### config.mk
export PLATFORM = sky130hd
export DESIGN_NAME = mcb_port_arb
export DESIGN_NICKNAME = d
export VERILOG_FILES = /design/src/rtl/mcb_pkg.sv /design/src/rtl/rr_arb2.sv /design/src/rtl/mcb_port_arb.sv
export SDC_FILE = /design/constraint.sdc
export NUM_CORES = 1
export LEC_CHECK = 0
export CORE_AREA = 2 2 315 317
export DETAILED_ROUTE_END_ITERATION = 10
export DIE_AREA = 0 0 317 319
export HOLD_SLACK_MARGIN = 0.1
export PLACE_DENSITY = 0.48
export SYNTH_ARGS = -nofsm -noshare
export SYNTH_HDL_FRONTEND = slang
export SYNTH_SLANG_ARGS = --single-unit
### constraint.sdc
create_clock -name clk -period 22.8 [get_ports clk]
set_input_delay 6.84 -clock clk [delete_from_list [all_inputs] [get_ports clk]]
set_output_delay 6.84 -clock clk [all_outputs]
set_load 0.01 [all_outputs]
### src/rtl/mcb_pkg.sv
// Shared MCB user-port definitions: command encodings, widths, sequencer states
// and the latched requester descriptor.
package mcb_pkg;
  localparam logic [2:0] MCB_CMD_WRITE  = 3'b000;
  localparam logic [2:0] MCB_CMD_READ   = 3'b001;
  localparam logic [2:0] MCB_CMD_READPC = 3'b011;

  localparam int MCB_WORD_W = 128;
  localparam int MCB_MASK_W = 16;
  localparam int MCB_ADDR_W = 30;

  // Commands are whole-word, so the low nibble of the byte address is dropped.
  localparam logic [MCB_ADDR_W-1:0] MCB_WORD_ADDR_MASK = ~30'hF;

  typedef enum logic [2:0] {
    IDLE, WR_PUSH, WR_CMD, WR_WAIT, RD_CMD, RD_WAIT, RD_POP, DONE
  } mcb_state_e;

  typedef struct packed {
    logic                  we;
    logic [MCB_ADDR_W-1:0] addr;
    logic [MCB_WORD_W-1:0] wdata;
    logic [MCB_MASK_W-1:0] wmask;
  } mcb_req_t;
endpackage

### src/rtl/rr_arb2.sv
// Two-way round-robin grant. On a tie the requester not served last wins;
// the history only moves when the client signals completion via upd.
module rr_arb2 (
  input  logic       clk,
  input  logic       rst,
  input  logic [1:0] req,
  input  logic       upd,
  input  logic       upd_id,
  output logic       gnt_vld,
  output logic       gnt_id
);
  logic last;

  always_ff @(posedge clk or posedge rst) begin
    if (rst)      last <= 1'b1;
    else if (upd) last <= upd_id;
  end

  always_comb begin
    gnt_vld = |req;
    if (&req) gnt_id = ~last;
    else      gnt_id = req[1];
  end
endmodule

### src/rtl/mcb_port_arb.sv
// Arbitrates two single-word clients onto MCB port 0 and sequences the
// write-FIFO / command / read-FIFO handshakes with a per-state timeout.
module mcb_port_arb
  import mcb_pkg::*;
#(
  parameter int TIMEOUT = 1023
) (
  input  logic                  clk,
  input  logic                  rst,
  input  logic                  calib_done,
  input  logic                  a_req,
  input  logic                  a_we,
  input  logic [MCB_ADDR_W-1:0] a_addr,
  input  logic [MCB_WORD_W-1:0] a_wdata,
  input  logic [MCB_MASK_W-1:0] a_wmask,
  output logic                  a_ack,
  input  logic                  b_req,
  input  logic                  b_we,
  input  logic [MCB_ADDR_W-1:0] b_addr,
  input  logic [MCB_WORD_W-1:0] b_wdata,
  input  logic [MCB_MASK_W-1:0] b_wmask,
  output logic                  b_ack,
  output logic [MCB_WORD_W-1:0] rdata,
  output logic                  err,
  output logic                  cmd_en,
  output logic [2:0]            cmd_instr,
  output logic [5:0]            cmd_bl,
  output logic [MCB_ADDR_W-1:0] cmd_byte_addr,
  input  logic                  cmd_full,
  output logic                  wr_en,
  output logic [MCB_WORD_W-1:0] wr_data,
  output logic [MCB_MASK_W-1:0] wr_mask,
  input  logic                  wr_full,
  input  logic                  wr_empty,
  input  logic                  wr_underrun,
  input  logic                  wr_error,
  output logic                  rd_en,
  input  logic [MCB_WORD_W-1:0] rd_data,
  input  logic                  rd_empty,
  input  logic                  rd_overflow,
  input  logic                  rd_error
);
  localparam int CW = $clog2(TIMEOUT + 1);

  mcb_state_e    state, state_nxt;
  mcb_req_t      req_q, req_sel;
  logic          cur_id;
  logic          gnt_vld, gnt_id;
  logic [CW-1:0] cnt;
  logic          ld_req, do_wr, do_cmd, do_rd, upd, to_hit, waiting, tmo;

  rr_arb2 u_arb (
    .clk     (clk),
    .rst     (rst),
    .req     ({b_req, a_req}),
    .upd     (upd),
    .upd_id  (cur_id),
    .gnt_vld (gnt_vld),
    .gnt_id  (gnt_id)
  );

  always_comb begin
    if (gnt_id) req_sel = {b_we, b_addr, b_wdata, b_wmask};
    else        req_sel = {a_we, a_addr, a_wdata, a_wmask};
  end

  assign waiting = state inside {WR_PUSH, WR_CMD, WR_WAIT, RD_CMD, RD_WAIT};
  assign tmo     = (cnt == CW'(TIMEOUT));

  always_comb begin
    state_nxt = state;
    ld_req    = 1'b0;
    do_wr     = 1'b0;
    do_cmd    = 1'b0;
    do_rd     = 1'b0;
    upd       = 1'b0;
    to_hit    = 1'b0;
    case (state)
      // A req seen during the ack cycle is the old one; only the next cycle counts.
      IDLE: if (calib_done && gnt_vld && !(a_ack || b_ack)) begin
        ld_req    = 1'b1;
        state_nxt = req_sel.we ? WR_PUSH : RD_CMD;
      end
      WR_PUSH: if (!wr_full) begin
        do_wr     = 1'b1;
        state_nxt = WR_CMD;
      end
      WR_CMD: if (!cmd_full) begin
        do_cmd    = 1'b1;
        state_nxt = WR_WAIT;
      end
      WR_WAIT: if (wr_empty) state_nxt = DONE;
      RD_CMD: if (!cmd_full) begin
        do_cmd    = 1'b1;
        state_nxt = RD_WAIT;
      end
      RD_WAIT: if (!rd_empty) begin
        do_rd     = 1'b1;
        state_nxt = DONE;
      end
      DONE: begin
        upd       = 1'b1;
        state_nxt = IDLE;
      end
      default: state_nxt = DONE;
    endcase
    // Progress wins over the timeout when both land in the same cycle.
    if (waiting && state_nxt == state && tmo) begin
      to_hit    = 1'b1;
      state_nxt = DONE;
    end
  end

  always_ff @(posedge clk or posedge rst) begin
    if (rst) begin
      state  <= IDLE;
      cnt    <= '0;
      req_q  <= '0;
      cur_id <= 1'b0;
    end else begin
      state <= state_nxt;
      if (state_nxt != state) cnt <= '0;
      else if (waiting)       cnt <= cnt + CW'(1);
      if (ld_req) begin
        req_q  <= req_sel;
        cur_id <= gnt_id;
      end
    end
  end

  always_ff @(posedge clk or posedge rst) begin
    if (rst) begin
      cmd_en        <= 1'b0;
      cmd_instr     <= '0;
      cmd_byte_addr <= '0;
      wr_en         <= 1'b0;
      wr_data       <= '0;
      wr_mask       <= '0;
      rd_en         <= 1'b0;
      rdata         <= '0;
      a_ack         <= 1'b0;
      b_ack         <= 1'b0;
      err           <= 1'b0;
    end else begin
      cmd_en <= do_cmd;
      wr_en  <= do_wr;
      rd_en  <= do_rd;
      a_ack  <= upd & ~cur_id;
      b_ack  <= upd & cur_id;
      err    <= err | to_hit | wr_underrun | rd_overflow | wr_error | rd_error;
      if (do_cmd) begin
        cmd_instr     <= (state == RD_CMD) ? MCB_CMD_READ : MCB_CMD_WRITE;
        cmd_byte_addr <= req_q.addr & MCB_WORD_ADDR_MASK;
      end
      if (do_wr) begin
        wr_data <= req_q.wdata;
        wr_mask <= req_q.wmask;
      end
      if (do_rd) rdata <= rd_data;
    end
  end

  assign cmd_bl = 6'd0;
endmodule
Word-level counts from Yosys, hierarchy flattened --
Cells that the tools add are included.
Storage, ports and cells: flip-flop bits (word level) 496, logic and storage cells 73, bits of input ports 491
Operators by class: bitwise logic cells 9, muxes and demuxes 24, add/sub/neg operators 1, reductions and logical operators 12, equal/unequal tests 9
Operators with widths (number):
- $mux 175 | 1
- $mux 3 | 8
- $pmux 3 s7 | 1
- $mux 10 | 2
- $mux 1 | 12
- $add 10x1->10 const B | 1
- $eq 10x10->1 const B | 1
- $eq 3x3->1 const B | 3
- $eq 3x2->1 const B | 2
- $or 1x1->1 | 5
- $reduce_bool 5->1 | 1
- $logic_and 1x1->1 | 4
- $reduce_or 2->1 | 2
- $eq 3x1->1 const B | 1
- $eq 3x3->1 | 1
- $logic_not 3->1 | 1
- $ne 3x3->1 | 1
- $and 1x1->1 | 2
- $not 1->1 | 2
- $reduce_and 2->1 | 1
- $reduce_bool 2->1 | 1
- $logic_not 1->1 | 1
- $logic_or 1x1->1 | 1

Logic depth before layout (Yosys ltp) --
Gate-level depths: netlist of the first run.
depth in word-level cells 15, depth in mapped cells 9

By module --
A second synthesis of the first run with hierarchy kept.
Second synthesis, totals: cell total of the unflattened synthesis 1508, area total of the unflattened synthesis 20011.7 um^2
Modules (own cells, without submodules):
- mcb_port_arb | seq. area each 12236.7 um^2, cells an instance 1503, instances 1, area each 19952.9 um^2
- rr_arb2 | seq. area each 26.3 um^2, cells an instance 5, instances 1, area each 58.8 um^2

Worst setup path before layout of the first run --
Ideal clock, no wire load.
path type input to register, from input port calib_done, to register cnt[4], path buffers 3, setup slack 14120 ps, data required time 22675 ps, cell stages on the path 8, data arrival time 8555 ps, path through or4b_4 > or4_1 > buf_2 > buf_6 > buf_6 > o211a_1 > o211ai_2 > nor2_1
On the way: word-level cells in the longest chain between the ends 10, elaborated cells between the ends (all ways) 11, those cells by class eq/ne: 2; mux: 4; reduce/logical: 5
Ends and longest elaborated chain:
- start, declared | line mcb_port_arb.sv:10 | input logic calib_done,
- $logic_and 1x1->1 * (2 in a row) | line mcb_port_arb.sv:80 | IDLE: if (calib_done && gnt_vld && !(a_ack || b_ack)) begin
- $mux 3 * | line mcb_port_arb.sv:80
- $pmux 3 s7 * | line mcb_port_arb.sv:78 | case (state)
- $eq 3x3->1 | line mcb_port_arb.sv:108 | if (waiting && state_nxt == state && tmo) begin
- $logic_and 1x1->1 (2 in a row) | line mcb_port_arb.sv:108
- $mux 3 * | line mcb_port_arb.sv:108
- $ne 3x3->1 * | line mcb_port_arb.sv:122 | if (state_nxt != state) cnt <= '0;
- $mux 10 / $reduce_bool 2->1 (equally long branches)
- end signal, assigned | line mcb_port_arb.sv:123 | else if (waiting) cnt <= cnt + CW'(1);
- end, declared | line mcb_port_arb.sv:49 | logic [CW-1:0] cnt;
Mark *: on every way between the ends. The rest lies on a longest branch, timed or not. A chain may end at the register's enable or synchronous reset.

Worst setup path in the final report of the first run --
from input port calib_done, to register req_q[85] (netlist bit)
On the way: word-level cells in the longest chain between the ends 4
Ends and longest elaborated chain:
- $logic_and 1x1->1 (2 in a row) | line mcb_port_arb.sv:80
- $mux 1 | line mcb_port_arb.sv:80
- $mux 1 | line mcb_port_arb.sv:78
- end signal, assigned | line mcb_port_arb.sv:125 | req_q <= req_sel;
- end, declared | line mcb_port_arb.sv:46 | mcb_req_t req_q, req_sel;
No other way between the ends.

==> qor.yml, run 1 <==
synth_cells: 1857
drive_gt1_frac: 0.0947
fin_cells: 3939
final_core_utilization: 0.317
rsz0062_at_grt: "no"
via_count: 15500
report.final.setup_viol: 0
number_of_optimization_iterations_in_the_first_detailed_route_pass: 4
p_per_area_nw_per_um2: 120
cts.htree.levels: 2
synth_flop_cell: "dfrtp_1"
cts-root-to-sink-buffers: 3
cts_post_setup_buffers_inserted: 0
synth.avg_cell_area_sq_um: 10.8
cts_repair_resize_count: 0
drt_wl_total_mm: 70.2
fin_tns_setup_ns: 0
cts_tree: "built"
min_path_type: "flop to flop"
dpl.cell_count: 3837
synth-async-reset-ratio: 1.00
final_cell_mix: "clkdlybuf4s50_1, nand2_1, dfrtp_1"
insertion_delay_ns: 0.63
ctsRootBufferMaster: "clkbuf_16"
synth_seq_area_share: 0.613
start_kind: "input port"
final_net_count: 3102
critical_r2r_launch: "state[0]"
worstPathArrival_ns: 9.83
path_class: "input port to flop"
core_area_sq_um: 97700
initial_utilization: 0.205
grt_remaining_overflow: 0
slew_viol_final: 0
final_common_cell: "clkdlybuf4s50_1"
placementRows: 115
critical_path_origin: "calib_done"
die-height_um: 319
area.growth.synth_to_final_pct: 55.0
clock_sinks: 490
maximum_resistive_drop_on_vdd_v: 0.0000595
rrSetupSlack_ns: 19.46
cts_inserted_buffers: 58
synth_area_sq_um: 20000
fin_crit_ns: 9.37
drc: 0
detail_route.iter0.violations: 672
timing.critical_path.to: "req_q[85]"
worst_slew_margin_rel: 0.305
post-dp-hpwl_mm: 51.6
max-cap-violations: 0
clkTransAtPathRegs_ns: 0.05
replace_congestion: 0.782
worstRegToRegCells: 6
postCtsHoldBufs: 0
synth-warning-count: 0
avgRoutedWirePerCell_um: 17.8
number_of_global_route_vias_before_repair: 15800
flip_flop_and_latch_count_after_synthesis: 490
fin_skew_ns: 0.0292
worst_setup_path_end_kind: "flop"
port_buffers: 787
run_status: "finished clean"
rr_endpoint: "req_q[85]"
cp_max_fo: 87
grt_max_degree: 145
leakage_power_summed_over_all_cells_nw: 14.0
width_of_the_die_um: 317
synth_enable_flop_cells: 0
final.period_utilization: 0.411
route.antenna.remaining_nets: 0
timing_hold_violations_final: 0
via_per_inst: 3.94
synth.distinct_cells: 44
max_slew.worst_pin.slew_ns: 1.04
grt_util_all_layers: 0.135
critical_path_required_ns: 23.26
timing.fmax_mhz: 107
ioPinCount: 808
grt_antenna_before_repair: 5
design_power_total_mw: 3.71
die-area_sq_um: 101000
grt_first_pass_wirelength_mm: 103
## state kept, by name, summed over array words and instances (netlist names), 3 cells and up
| name | cells |
|---|---|
| rdata | 128 |
| req_q | 170 |
| wr_mask | 16 |
| state | 3 |
| wr_data | 128 |
| cnt | 10 |
| cmd_byte_addr | 26 |
## where the power goes
part           internal [mW]  switching [mW]
clock                  0.539           0.379
sequential              1.25           0.194
combinational          0.715           0.633
## through the flow
step           setup WS, ns  cell area (sq um)  hold WS (ns)
2_1_floorplan          2.29              20000         0.403
3_3_place_gp          12.82              29100         0.408
3_5_place_dp          12.80              29100         0.411
4_1_cts               13.47              31000         0.418
5_1_grt               13.21              31000         0.441
6_report              13.43              31000         0.417
## metal layers
layer / up-vias / GRT usage / share of wire
met1: 7327 / 0.152 / 0.39
met4: 6 / 0.0355 / 0.023
met5: - / 0 / 0.00054
met2: 481 / 0.243 / 0.51
met3: 92 / 0.0438 / 0.083
li1: 7595 / - / -
## worst min-delay path by stage
| stage | depth (start not counted) | startpoint | to | slack (ns) |
|---|---|---|---|---|
| detailed placement | 1 | cur_id | a_ack | 0.41 |
| global route | 1 | cur_id | a_ack | 0.44 |
| global placement | 1 | cur_id | a_ack | 0.41 |
| floorplan | 1 | cur_id | a_ack | 0.40 |
| CTS | 1 | cur_id | a_ack | 0.42 |
| finish | 1 | cur_id | a_ack | 0.42 |
## critical path: stages
cell	delay (ns)
clkdlybuf4s50_1	0.46
or4b_4	0.47
or4_4	0.82
buf_4	0.49
buf_4	0.44
nand2_1	0.13
o21ai_1	0.07
## synth_stat cells (4+ instances only)
| library cell | number | area, sq um |
|---|---|---|
| buf_4 | 12 | 90.1 |
| buf_6 | 12 | 135 |
| o21ai_1 | 90 | 450 |
| mux2i_1 | 172 | 1720 |
| nand4_1 | 5 | 31.3 |
| buf_1 | 5 | 18.8 |
| mux2_2 | 128 | 1440 |
| inv_1 | 6 | 22.5 |
| clkbuf_1 | 94 | 353 |
| nand2_1 | 687 | 2580 |
| dfrtp_1 | 489 | 12200 |
| nor2_1 | 15 | 56.3 |
| o21ai_0 | 83 | 415 |
| xor2_1 | 7 | 61.3 |
| nor3_1 | 4 | 20.0 |
## layout make-up
cell class / instances / area [sq um]
Sequential cell: 490 / 12300
Tap cell: 1287 / 1610
Inverter: 7 / 38.8
Fill cell: 10200 / 66700
Clock inverter: 19 / 180
Clock buffer: 82 / 1700
Multi-Input combinational cell: 1246 / 7170
Antenna cell: 1 / 2.50
Timing Repair Buffer: 807 / 8040
## kinds of logic (layout without fill, tap and decap cells)
group,count (synthesis),in the layout,share of synthesized area
AND/OR/NAND/NOR,736,736,0.143
other,1,13,0.000187
multiplexers,300,300,0.158
AO/OA/AOI/OAI,186,186,0.0482
buffers and inverters,132,915,0.0317
XOR/XNOR,10,10,0.00438
flip-flops,490,490,0.613
adder cells (fa/ha/maj),2,2,0.00113
Note: power is estimated with default switching activity, not from simulation.
==> inputs of run 2 (changes only) <==
--- a/config.mk
+++ b/config.mk
@@ -9,7 +9,7 @@
 export DETAILED_ROUTE_END_ITERATION = 10
 export DIE_AREA = 0 0 317 319
 export HOLD_SLACK_MARGIN = 0.1
-export PLACE_DENSITY = 0.48
+export PLACE_DENSITY = 0.5
 export SYNTH_ARGS = -nofsm -noshare
 export SYNTH_HDL_FRONTEND = slang
 export SYNTH_SLANG_ARGS = --single-unit
==> constraint.sdc (replaced) <==
create_clock -name clk -period 8.5 [get_ports clk]
set_input_delay 2.55 -clock clk [delete_from_list [all_inputs] [get_ports clk]]
set_output_delay 2.55 -clock clk [all_outputs]
set_load 0.01 [all_outputs]
==> qor.yml, run 2 (synthesis gave the netlist of run 1 again) <==
report.final.setup_viol: 0  # unchanged
crit_buf_inv: 2  # was 3
placedInstanceArea_sq_um: 29200  # was 29,100 sq um
cts.htree.levels: 2  # unchanged
detail_route.iter0.violations: 690  # was 672
worstPathArrival_ns: 5.29  # was 9.83 ns
final_core_utilization: 0.320  # was 0.317
grt_max_degree: 187  # was 145
cp_max_fo: 186  # was 87
placementRows: 115  # unchanged
critical-path-top-delay-family: "simple AND/OR/NAND/NOR gates"  # unchanged
grt_first_pass_wirelength_mm: 103  # about the same
die-height_um: 319  # unchanged
rsz0062_at_grt: "no"  # unchanged
via_count: 15400  # was 15,500
ioPinCount: 808  # unchanged
fin_skew_ns: 0.0155  # was 0.0292 ns
grt_util_all_layers: 0.135  # about the same
drive_gt1_frac: 0.0956  # was 0.0947
fin_cells: 3949  # was 3,939
replace_congestion: 0.793  # was 0.782
design_area_sq_um: 31300  # was 31,000 sq um
drt_wl_total_mm: 69.9  # was 70.2 mm
top_flop_regs: "req_q (170), rdata (128), wr_data (128)"  # unchanged
final_cell_mix: "clkdlybuf4s50_1, nand2_1, dfrtp_1"  # unchanged
clkTransAtPathRegs_ns: 0.06  # was 0.05 ns
cpMaxStageDelayCell: "or4_4"  # unchanged
hold-worst-slack_ns: 0.428  # was 0.417 ns
run_status: "finished clean"  # unchanged
cts_inserted_buffers: 58  # unchanged
dpl.cell_count: 3836  # was 3,837
final_common_cell: "clkdlybuf4s50_1"  # unchanged
cts_repair_resize_count: 0  # unchanged
largest_reg_flops: 170  # unchanged
final.period_utilization: 0.567
longest_individual_stage_delay_on_the_worst_path_ns: 0.80  # was 0.82 ns
worstPathCellList: "clkdlybuf4s50_1 > or4b_4 > or4_4 > buf_12 > nand2_1 > o21ai_1"  # was clkdlybuf4s50_1 > or4b_4 > or4_4 > buf_4 > buf_4 > nand2_1 > o21ai_1
worst_setup_path_end_kind: "flop"  # unchanged
max_slew.worst_pin.slew_ns: 1.06  # was 1.04 ns
grt_remaining_overflow: 0  # unchanged
drc: 0  # unchanged
initial_utilization: 0.205  # unchanged
slew_viol_final: 0  # unchanged
number_of_global_route_vias_before_repair: 15800  # about the same
final_net_count: 3101  # was 3,102
maximum_resistive_drop_on_vdd_v: 0.000161  # was 0.0000595 V
via_per_inst: 3.91  # was 3.94
max_flop_register: "req_q"  # unchanged
leakage_power_summed_over_all_cells_nw: 14.2  # was 14.0 nW
avgRoutedWirePerCell_um: 17.7  # was 17.8 um
min_path_type: "flop to flop"  # unchanged
design_power_total_mw: 10.2  # was 3.71 mW
critical_path_required_ns: 8.97  # was 23.26 ns
cts-root-to-sink-buffers: 3  # unchanged
timing_hold_violations_final: 0  # unchanged
path_class: "input port to flop"  # unchanged
timing.fmax_mhz: 207
p_per_area_nw_per_um2: 325  # was 120 nW/um^2
ctsRootBufferMaster: "clkbuf_16"  # unchanged
core_area_sq_um: 97700  # unchanged
insertion_delay_ns: 0.64  # was 0.63 ns
width_of_the_die_um: 317  # unchanged
cts_post_setup_buffers_inserted: 0  # unchanged
grt_antenna_before_repair: 7  # was 5
worst_slew_margin_rel: 0.291  # was 0.305
postCtsHoldBufs: 0  # unchanged
die-area_sq_um: 101000  # unchanged
route.antenna.remaining_nets: 0  # unchanged
cts_tree: "built"  # unchanged
fin_crit_ns: 4.82
post-dp-hpwl_mm: 50.9  # was 51.6 mm
start_kind: "input port"  # unchanged
port_buffers: 787  # unchanged
area.growth.synth_to_final_pct: 56.4  # was 55.0%
number_of_optimization_iterations_in_the_first_detailed_route_pass: 5  # was 4
clock_sinks: 490  # unchanged
max-cap-violations: 0  # unchanged
run 2: changes by cell type in the layout (fill, tap and decap cells not counted):
cell,delta
buf_12,+6
buf_4,-7
bufinv_16,+5
clkbuf_1,+2
clkbuf_16,+1
clkbuf_8,+3
clkinv_2,-3
clkinv_8,+1
diode_2,+5
inv_6,-3
run 2: routing by layer:
metal	global-route usage	part of all wire	vias to the layer above	routed length [um]
met5	0	0	-	0
met4	0.0369	0.018	0	1290
met3	0.0482	0.085	78	5930
met2	0.237	0.51	475	35400
met1	0.153	0.39	7286	27300
li1	-	-	7603	-
run 2: area by class of cell:
class                   instances  area, sq um
repair buffers                806         8110
well taps                    1287         1610
fillers                     10000        66400
diodes                          6         15.0
inverters                       7         35.0
clock inverters                19          309
multi-input cells            1246         7170
flip-flops and latches        490        12300
clock buffers                  88         1780
run 2: path summary, 6_finish.rpt:
check	slack, ns	start	cells after the start	to
hold reg to reg	0.43	cur_id	1	a_ack
setup / recovery	3.68	calib_done	6	req_q[63]
max in group asynchronous	4.82	rst	4	wr_data[83]
min in group asynchronous	2.25	rst	2	rdata[54]
hold / removal	0.43	cur_id	1	a_ack
setup reg to reg	5.37	state[0]	5	req_q[63]
run 2: per-stage QoR:
stage,TNS [ns],setup slack [ns]
after floorplan,-339.26,-0.694
after global placement,0,3.08
after detailed placement,0,3.09
after CTS,0,3.80
after global routing,0,3.63
final,0,3.68
run 2: report_power, final:
| part | internal, mW | leakage [nW] | switching (mW) | total [mW] |
|---|---|---|---|---|
| combinational | 1.92 | 6.96 | 1.68 | 3.61 |
| clock | 1.65 | 1.03 | 1.04 | 2.69 |
| sequential | 3.34 | 6.17 | 0.522 | 3.87 |
| total | 6.92 | 14.2 | 3.24 | 10.2 |
==> inputs of run 3 (changes only) <==
--- a/config.mk
+++ b/config.mk
@@ -9,7 +9,7 @@
 export DETAILED_ROUTE_END_ITERATION = 10
 export DIE_AREA = 0 0 317 319
 export HOLD_SLACK_MARGIN = 0.1
-export PLACE_DENSITY = 0.5
+export PLACE_DENSITY = 0.48
 export SYNTH_ARGS = -nofsm -noshare
 export SYNTH_HDL_FRONTEND = slang
 export SYNTH_SLANG_ARGS = --single-unit
==> constraint.sdc (replaced) <==
create_clock -name clk -period 4.94 [get_ports clk]
set_input_delay 1.482 -clock clk [delete_from_list [all_inputs] [get_ports clk]]
set_output_delay 1.482 -clock clk [all_outputs]
set_load 0.01 [all_outputs]
==> qor.yml, run 3 (synthesis gave the netlist of run 1 again) <==
cts_tree: "built"  # unchanged
crit_buf_inv: 2  # unchanged
critical_path_required_ns: 5.42  # was 8.97 ns
area.growth.synth_to_final_pct: 56.4  # about the same
fin_skew_ns: 0.0199  # was 0.0155 ns
path_class: "input port to flop"  # unchanged
top_flop_regs: "req_q (170), rdata (128), wr_data (128)"  # unchanged
worstPathArrival_ns: 3.82  # was 5.29 ns
slew_viol_final: 0  # unchanged
max-cap-violations: 0  # unchanged
largest_reg_flops: 170  # unchanged
route.antenna.remaining_nets: 0  # unchanged
postCtsHoldBufs: 0  # unchanged
final_net_count: 3111  # was 3,101
routedLengthMet1_mm: 27.3  # about the same
grt_first_pass_wirelength_mm: 103  # about the same
via_count: 15400  # about the same
grt_max_degree: 145  # was 187
post-dp-hpwl_mm: 51.7  # was 50.9 mm
ioPinCount: 808  # unchanged
width_of_the_die_um: 317  # unchanged
number_of_global_route_vias_before_repair: 15800  # about the same
dr_wl_met3_mm: 5.99  # was 5.93 mm
core_area_sq_um: 97700  # unchanged
longest_individual_stage_delay_on_the_worst_path_ns: 0.80  # about the same
final.fill_count: 10100  # was 10,000
avgRoutedWirePerCell_um: 17.8  # was 17.7 um
cts_inserted_buffers: 58  # unchanged
grt_antenna_before_repair: 2  # was 7
final.period_utilization: 0.676
max_slew.worst_pin.slew_ns: 1.07  # was 1.06 ns
detail_route.iter0.violations: 799  # was 690
cts-root-to-sink-buffers: 3  # unchanged
min_path_type: "flop to flop"  # unchanged
wl_met2_mm: 35.0  # was 35.4 mm
worstPathCellList: "clkdlybuf4s50_1 > or4b_4 > or4_4 > buf_12 > nand2_1 > o21ai_0"  # was clkdlybuf4s50_1 > or4b_4 > or4_4 > buf_12 > nand2_1 > o21ai_1
cts.htree.levels: 2  # unchanged
via_per_inst: 3.90  # was 3.91
clock_sinks: 490  # unchanged
design_area_sq_um: 31300  # about the same
final_common_cell: "clkdlybuf4s50_1"  # unchanged
grt_remaining_overflow: 0  # unchanged
cts_repair_resize_count: 0  # unchanged
leakage_power_summed_over_all_cells_nw: 14.2  # about the same
placementRows: 115  # unchanged
placedInstanceArea_sq_um: 29300  # was 29,200 sq um
cp_max_fo: 98  # was 186
final_cell_mix: "clkdlybuf4s50_1, nand2_1, dfrtp_1"  # unchanged
initial_utilization: 0.205  # unchanged
dpl.cell_count: 3846  # was 3,836
die-area_sq_um: 101000  # unchanged
ctsRootBufferMaster: "clkbuf_16"  # unchanged
cpMaxStageDelayCell: "or4_4"  # unchanged
worst_setup_path_end_kind: "flop"  # unchanged
start_kind: "input port"  # unchanged
cts_post_setup_buffers_inserted: 0  # unchanged
die-height_um: 319  # unchanged
critical-path-top-delay-family: "simple AND/OR/NAND/NOR gates"  # unchanged
worst-path-stages: 6  # unchanged
insertion_delay_ns: 0.62  # was 0.64 ns
worst_hold_path.num_cells: 1  # unchanged
port_buffers: 787  # unchanged
p_per_area_nw_per_um2: 553  # was 325 nW/um^2
drive_gt1_frac: 0.0967  # was 0.0956
clkTransAtPathRegs_ns: 0.06  # about the same
replace_congestion: 0.772  # was 0.793
drt_wl_total_mm: 70.2  # was 69.9 mm
worstRegToRegCells: 5  # unchanged
drc: 0  # unchanged
run_status: "finished clean"  # unchanged
maximum_resistive_drop_on_vdd_v: 0.000239  # was 0.000161 V
worst_slew_margin_rel: 0.287  # was 0.291
report.final.setup_viol: 0  # unchanged
timing.fmax_mhz: 300
fin_cells: 3955  # was 3,949
number_of_optimization_iterations_in_the_first_detailed_route_pass: 7  # was 5
dr.max_layer_used: "met5"  # was met4
fin_crit_ns: 3.34
timing_hold_violations_final: 0  # unchanged
grt_util_all_layers: 0.135  # about the same
max_flop_register: "req_q"  # unchanged
rsz0062_at_grt: "no"  # unchanged
-- run 3: cell count changes in the layout (fill, tap and decap cells not counted), moves of 2 or more --
cell and delta:
buf_12 +6, buf_4 +4, bufinv_16 -3, clkbuf_1 +7, clkbuf_8 -7, clkinv_2 +6
clkinv_8 -2, diode_2 -5
-- run 3: layer usage --
metal  GRT usage  vias up
met5           0        -
met4      0.0389        2
met3      0.0440       93
met2       0.239      479
met1       0.152     7247
li1            -     7611
-- run 3: area by class of cell --
class                   instances  area, sq um  share of cell area
clock inverters                20          226             0.00724
clock buffers                  88         1710              0.0545
repair buffers                816         8260               0.264
diodes                          1         2.50           0.0000800
inverters                       7         35.0             0.00112
multi-input cells            1246         7170               0.229
well taps                    1287         1610              0.0515
flip-flops and latches        490        12300               0.392
-- run 3: through the flow --
step / power [mW] / setup WS (ns) / hold WS (ns) / setup TNS (ns) / util
5_1_grt: 18.5 / 1.53 / 0.446 / 0 / 0.320
6_report: 17.3 / 1.60 / 0.420 / 0 / 0.320
4_1_cts: 17.7 / 1.66 / 0.422 / 0 / 0.320
3_5_place_dp: 13.2 / 0.981 / 0.414 / 0 / 0.300
3_3_place_gp: 13.1 / 1.00 / 0.411 / 0 / 0.300
2_1_floorplan: 9.46 / -3.19 / 0.403 / -1559.18 / -
-- run 3: where the power goes --
group / internal, mW / switching, mW
clock network: 2.59 / 1.77
logic: 3.34 / 2.94
registers: 5.75 / 0.908
-- run 3: worst paths after layout --
kind                                     to  slack, ns        from
max in group asynchronous       wr_data[64]       2.55         rst
setup / recovery                  req_q[93]       1.60  calib_done
hold / removal                        a_ack       0.42      cur_id
min in group asynchronous  cmd_byte_addr[6]       1.23         rst
hold reg to reg                       a_ack       0.42      cur_id
setup reg to reg                  req_q[93]       2.23    state[0]
==> RTL change 1: new RTL, flow settings as in run 2 <==
Register the output `err` once more, cleared by the reset; this adds one clock of latency there. The other outputs are not delayed to match.
--- a/src/rtl/mcb_port_arb.sv
+++ b/src/rtl/mcb_port_arb.sv
@@ -41,6 +41,8 @@
   input  logic                  rd_error
 );
   localparam int CW = $clog2(TIMEOUT + 1);
+
+  logic err_s0;
 
   mcb_state_e    state, state_nxt;
   mcb_req_t      req_q, req_sel;
@@ -140,14 +142,14 @@
       rdata         <= '0;
       a_ack         <= 1'b0;
       b_ack         <= 1'b0;
-      err           <= 1'b0;
+      err_s0        <= 1'b0;
     end else begin
       cmd_en <= do_cmd;
       wr_en  <= do_wr;
       rd_en  <= do_rd;
       a_ack  <= upd & ~cur_id;
       b_ack  <= upd & cur_id;
-      err    <= err | to_hit | wr_underrun | rd_overflow | wr_error | rd_error;
+      err_s0 <= err_s0 | to_hit | wr_underrun | rd_overflow | wr_error | rd_error;
       if (do_cmd) begin
         cmd_instr     <= (state == RD_CMD) ? MCB_CMD_READ : MCB_CMD_WRITE;
         cmd_byte_addr <= req_q.addr & MCB_WORD_ADDR_MASK;
@@ -161,4 +163,12 @@
   end
 
   assign cmd_bl = 6'd0;
+  always_ff @(posedge clk or posedge rst) begin
+    if (rst) begin
+      err <= '0;
+    end else begin
+      err <= err_s0;
+    end
+  end
+
 endmodule
Formal check against the unedited RTL: not equivalent (Yosys sat finds a counterexample within 4 cycles, from zero or initial values and one cycle with rst high).
==> RTL change 1 against run 2 <==
- synthesized area decreased by 0.12%
- fmax increased by 4.9%
- total power increased by 1.4%
- wire length decreased by 6.7%
- critical path depth unchanged
- worst setup slack improved by 220 ps
- die area unchanged
- cell area decreased by 0.35%
- non-clock buffer count decreased by 4
- sequential power increased by 3%
- cell count decreased by 7.5%
- clock power decreased by 4%
- sequential cell count increased by 1
- first-iteration DRC count decreased by 21%
- critical endpoint is now req_q[134]
==> RTL change 1: results (changes against run 2) <==
| Quantity | Reported | vs run 2 |
|---|---|---|
| Run status | finished, final reports clean |  |
| Hpwl dp | 48,480 microns | -4.7% |
| Initial DRT Pass Iterations | 4 | -1 |
| Sw Pwr | 3172 uW | -2.2% |
| Number of global-route vias before repair | 15,820 | +0.32% |
| Largest net degree at the start of global routing | 181 | -3.2% |
| Global placement routability congestion | 0.7984 | +0.72% |
| Share of the yosys chip area belonging to registers | 0.6151 | +0.001982 |
| Relative contribution of combinational cells to total power | 0.360 | +0.005 |
| Placed standard-cell area | 29,180 sq um | about the same |
| Worst Path Max Fanout | 53 | -72% |
| 1st-iter DRT viols | 547 | -21% |
| #MultiIn Comb | 962 | -23% |
| Leading post-synthesis cells by cell area | dfrtp_1 (61%), mux2_2 (15%), mux2i_1 (8.6%) |  |
| Clock latency on the worst-skew pair | 620 ps | -20 ps |
| Data-path buffer share of cell area in the final layout | 0.2591 | about the same |
| Met2 track demand over resource | 0.2331 | -0.004018 |
| Register area | 12,290 sq um | +0.20% |
| First-pass GRT wire length | 96,090 microns | -6.4% |
| M1 wire length | 24,380 microns | -11% |
| Internal power component | 7131 uW | +3.1% |
| Count of inverters other than clock inverters in the layout | 5 | -2 |
| Leak | 0.01350 uW | -4.7% |
| Number of synthesized register bits | 491 | +0.20% |
| Clock Skew | 18.21 ps | +2.755 ps |
| Met1 layer usage reported by global route | 0.1339 | -0.01935 |
| Routed len/inst | 17.84 microns | +0.84% |
| Via count of the routed design | 14,580 | -5.6% |
| Critical path data arrival time | 5050 ps | -240 ps |
| Delay-heaviest family, CP | buffers and inverters |  |
| Met3 wire len | 4876 microns | -18% |
| Worst Setup Slack post-DPL | 3201 ps | +111.6 ps |
| Per-instance average area after synthesis | 12.85 sq um | +19% |
| Global-route usage over all layers | 0.1248 | -0.01022 |
| Count of buffers not belonging to the clock network in the layout | 802 | -0.50% |
| Top routing layer used | met5 |  |
| Filler cell count in the final layout | 9,808 | -2.3% |
| Worst path max stage delay | 730 ps | -70 ps |
| Worst relative slew slack | 0.3394 | +0.04886 |
| Number of distinct standard cells referenced by the synthesized netlist | 43 | -2.3% |
| Final net count | 2,811 | -9.4% |
| Largest vdd supply drop | 168.2 uV | +4.4% |
-- RTL change 1: changes by cell type in the layout (fill, tap and decap cells not counted), moves of 8 or more --
cell      change
mux2_2      +145
clkinv_2      +8
o21ai_0      +60
clkbuf_8     -10
nand2_1     -427
o21ai_1      -59
-- RTL change 1: cells by family after synthesis --
family / after synthesis / share of synthesized area
fa+ha+maj: 1 / 0.0006262
compound gates: 185 / 0.04754
buf+inv: 113 / 0.02875
flops: 491 / 0.6151
simple gates: 309 / 0.06313
mux: 445 / 0.2403
other cells: 1 / 0.0001877
xor+xnor: 10 / 0.004384
-- RTL change 1: worst paths after layout --
path / cells after the start / slack (ps) / to / startpoint
max in group asynchronous: 3 / 4620 / req_q[73] / rst
worst min-delay path: 0 / 380 / err / err_s0
worst min register to register: 0 / 380 / err / err_s0
worst max-delay path: 6 / 3900 / req_q[134] / b_req
worst max register to register: 5 / 5680 / rdata[55] / state[2]
min in group asynchronous: 2 / 2470 / rdata[51] / rst
==> RTL change 2: new RTL, config.mk and constraints of run 2 <==
Without the edit above. Set the package constant `MCB_WORD_W` to 120 (it was 128).
--- a/src/rtl/mcb_pkg.sv
+++ b/src/rtl/mcb_pkg.sv
@@ -5,7 +5,7 @@
   localparam logic [2:0] MCB_CMD_READ   = 3'b001;
   localparam logic [2:0] MCB_CMD_READPC = 3'b011;
 
-  localparam int MCB_WORD_W = 128;
+  localparam int MCB_WORD_W = 120;
   localparam int MCB_MASK_W = 16;
   localparam int MCB_ADDR_W = 30;
 
Interface: changed (5 resized); port bits go from 808 to 768. No check against the original RTL was run, so the function may have changed too.
==> RTL change 2 against run 2 <==
- count of clock-buffer cells in the layout decreased by 2
- register-to-register slack gained 280 ps
- non-clock buffer count down 44
- sequential cell count is 24 lower
- cell area down 5.3%
- synthesized area is 4.0% lower
- wire length shrank 13%
- worst setup slack lost 60 ps
- total power is 6.0% lower
==> RTL change 2: results (changes against run 2) <==
| Quantity | Reported | vs run 2 |
|---|---|---|
| Global-route track usage on met3 | 0.03590 | -0.01229 |
| Hold Worst Slack | 456.7 ps | +28.42 ps |
| Global-route usage over all layers | 0.1160 | -0.01905 |
| 1st-iter DRT viols | 473 | -31% |
| Synth top area share | 0.6058 | -0.006001 |
| Critical-path top delay cell | buf_4 |  |
| Run status | finished, final reports clean |  |
| Final net count | 2,687 | -13% |
| Leak | 0.01280 uW | -9.6% |
| Largest vdd supply drop | 149.7 uV | -7.1% |
| Reg-to-reg setup timing slack | 5650 ps | +280 ps |
| Met2 WL | 30,870 microns | -13% |
| Hpwl dp | 45,130 microns | -11% |
| Ranking of synthesized cells by instance count | dfrtp_1 (465), mux2_2 (257), nand2_1 (251) |  |
| Port-buffer cells | 747 | -5.1% |
| Met2 track demand over resource | 0.2092 | -0.02794 |
| Worst path max stage delay | 770 ps | -30 ps |
| Delay-heaviest family, CP | buffers and inverters |  |
| Share of final-layout standard cells stronger than drive strength 1 | 0.1639 | +0.06824 |
| Achievable clock frequency | 204.9 MHz | -1.2% |
| Largest net degree at the start of global routing | 148 | -21% |
| Total wirelength of the detailed-routed design | 60,560 microns | -13% |
| Sequential logic power | 3720 uW | -4% |
| Worst Setup Slack post-DPL | 2882 ps | -207.3 ps |
| Clock Skew | 15.77 ps | +0.3094 ps |
| Worst Path Max Fanout | 48 | -74% |
| M1 wire length | 23,280 microns | -15% |
| Critical path data arrival time | 5390 ps | +100 ps |
| Relative contribution of combinational cells to total power | 0.371 | +0.016 |
| Leading post-synthesis cells by cell area | dfrtp_1 (61%), mux2_2 (15%), mux2i_1 (8.5%) |  |
| Sw Pwr | 2981 uW | -8.1% |
| Largest regs | req_q: 162 flops, rdata: 120 flops, wr_data: 120 flops |  |
| Via density per instance | 3.897 | -0.34% |
| Top routing layer used | met5 |  |
| First-pass GRT wire length | 90,130 microns | -12% |
| Share of the yosys chip area belonging to registers | 0.6072 | -0.005947 |
[RTL change 2: cell count changes in the layout (fill, tap and decap cells not counted), moves of 10 or more]
cell / change
o21ai_1: +59
clkbuf_1: +10
nand2_1: -436
mux2_2: +129
clkdlybuf4s50_1: -40
clkbuf_8: -10
o21ai_0: -70
dfrtp_1: -24
[RTL change 2: path summary, 6_finish.rpt]
kind | from | endpoint | depth (start not counted)
setup / recovery | b_req | cnt[3] | 7
hold / removal | cur_id | a_ack | 1
setup reg to reg | state[1] | wr_data[86] | 4
hold reg to reg | cur_id | a_ack | 1
max in group asynchronous | rst | cnt[4] | 4
min in group asynchronous | rst | rdata[68] | 2
[RTL change 2: stage by stage]
| step | area [sq um] | std cells | utilization | TNS (ps) |
|---|---|---|---|---|
| global route | 29620 | 3552 | 0.3032 | 0 |
| floorplan | 19250 | 1500 | - | -166520 |
| CTS | 29620 | 3551 | 0.3032 | 0 |
| finish | 29620 | 3552 | 0.3032 | 0 |
| global placement | 27860 | 3448 | 0.2852 | 0 |
| detailed placement | 27860 | 3448 | 0.2852 | 0 |
[RTL change 2: layout make-up]
cell class / instances / area [sq um]
Antenna cell: 1 / 2.502
Tap cell: 1287 / 1610
Sequential cell: 466 / 11660
Clock inverter: 17 / 130.1
Timing Repair Buffer: 762 / 7665
Multi-Input combinational cell: 924 / 6889
Clock buffer: 86 / 1625
Inverter: 9 / 37.54
Fill cell: 9949 / 68080
[RTL change 2: cells by family after synthesis]
group / synth area share
adders and majority gates: 0.001237
buffers and inverters: 0.03745
DFF: 0.6072
xor gates and xnor gates: 0.004559
and+or+nand+nor: 0.06455
other: 0.0001952
AOI/OAI and AO/OA: 0.04872
muxes: 0.2361
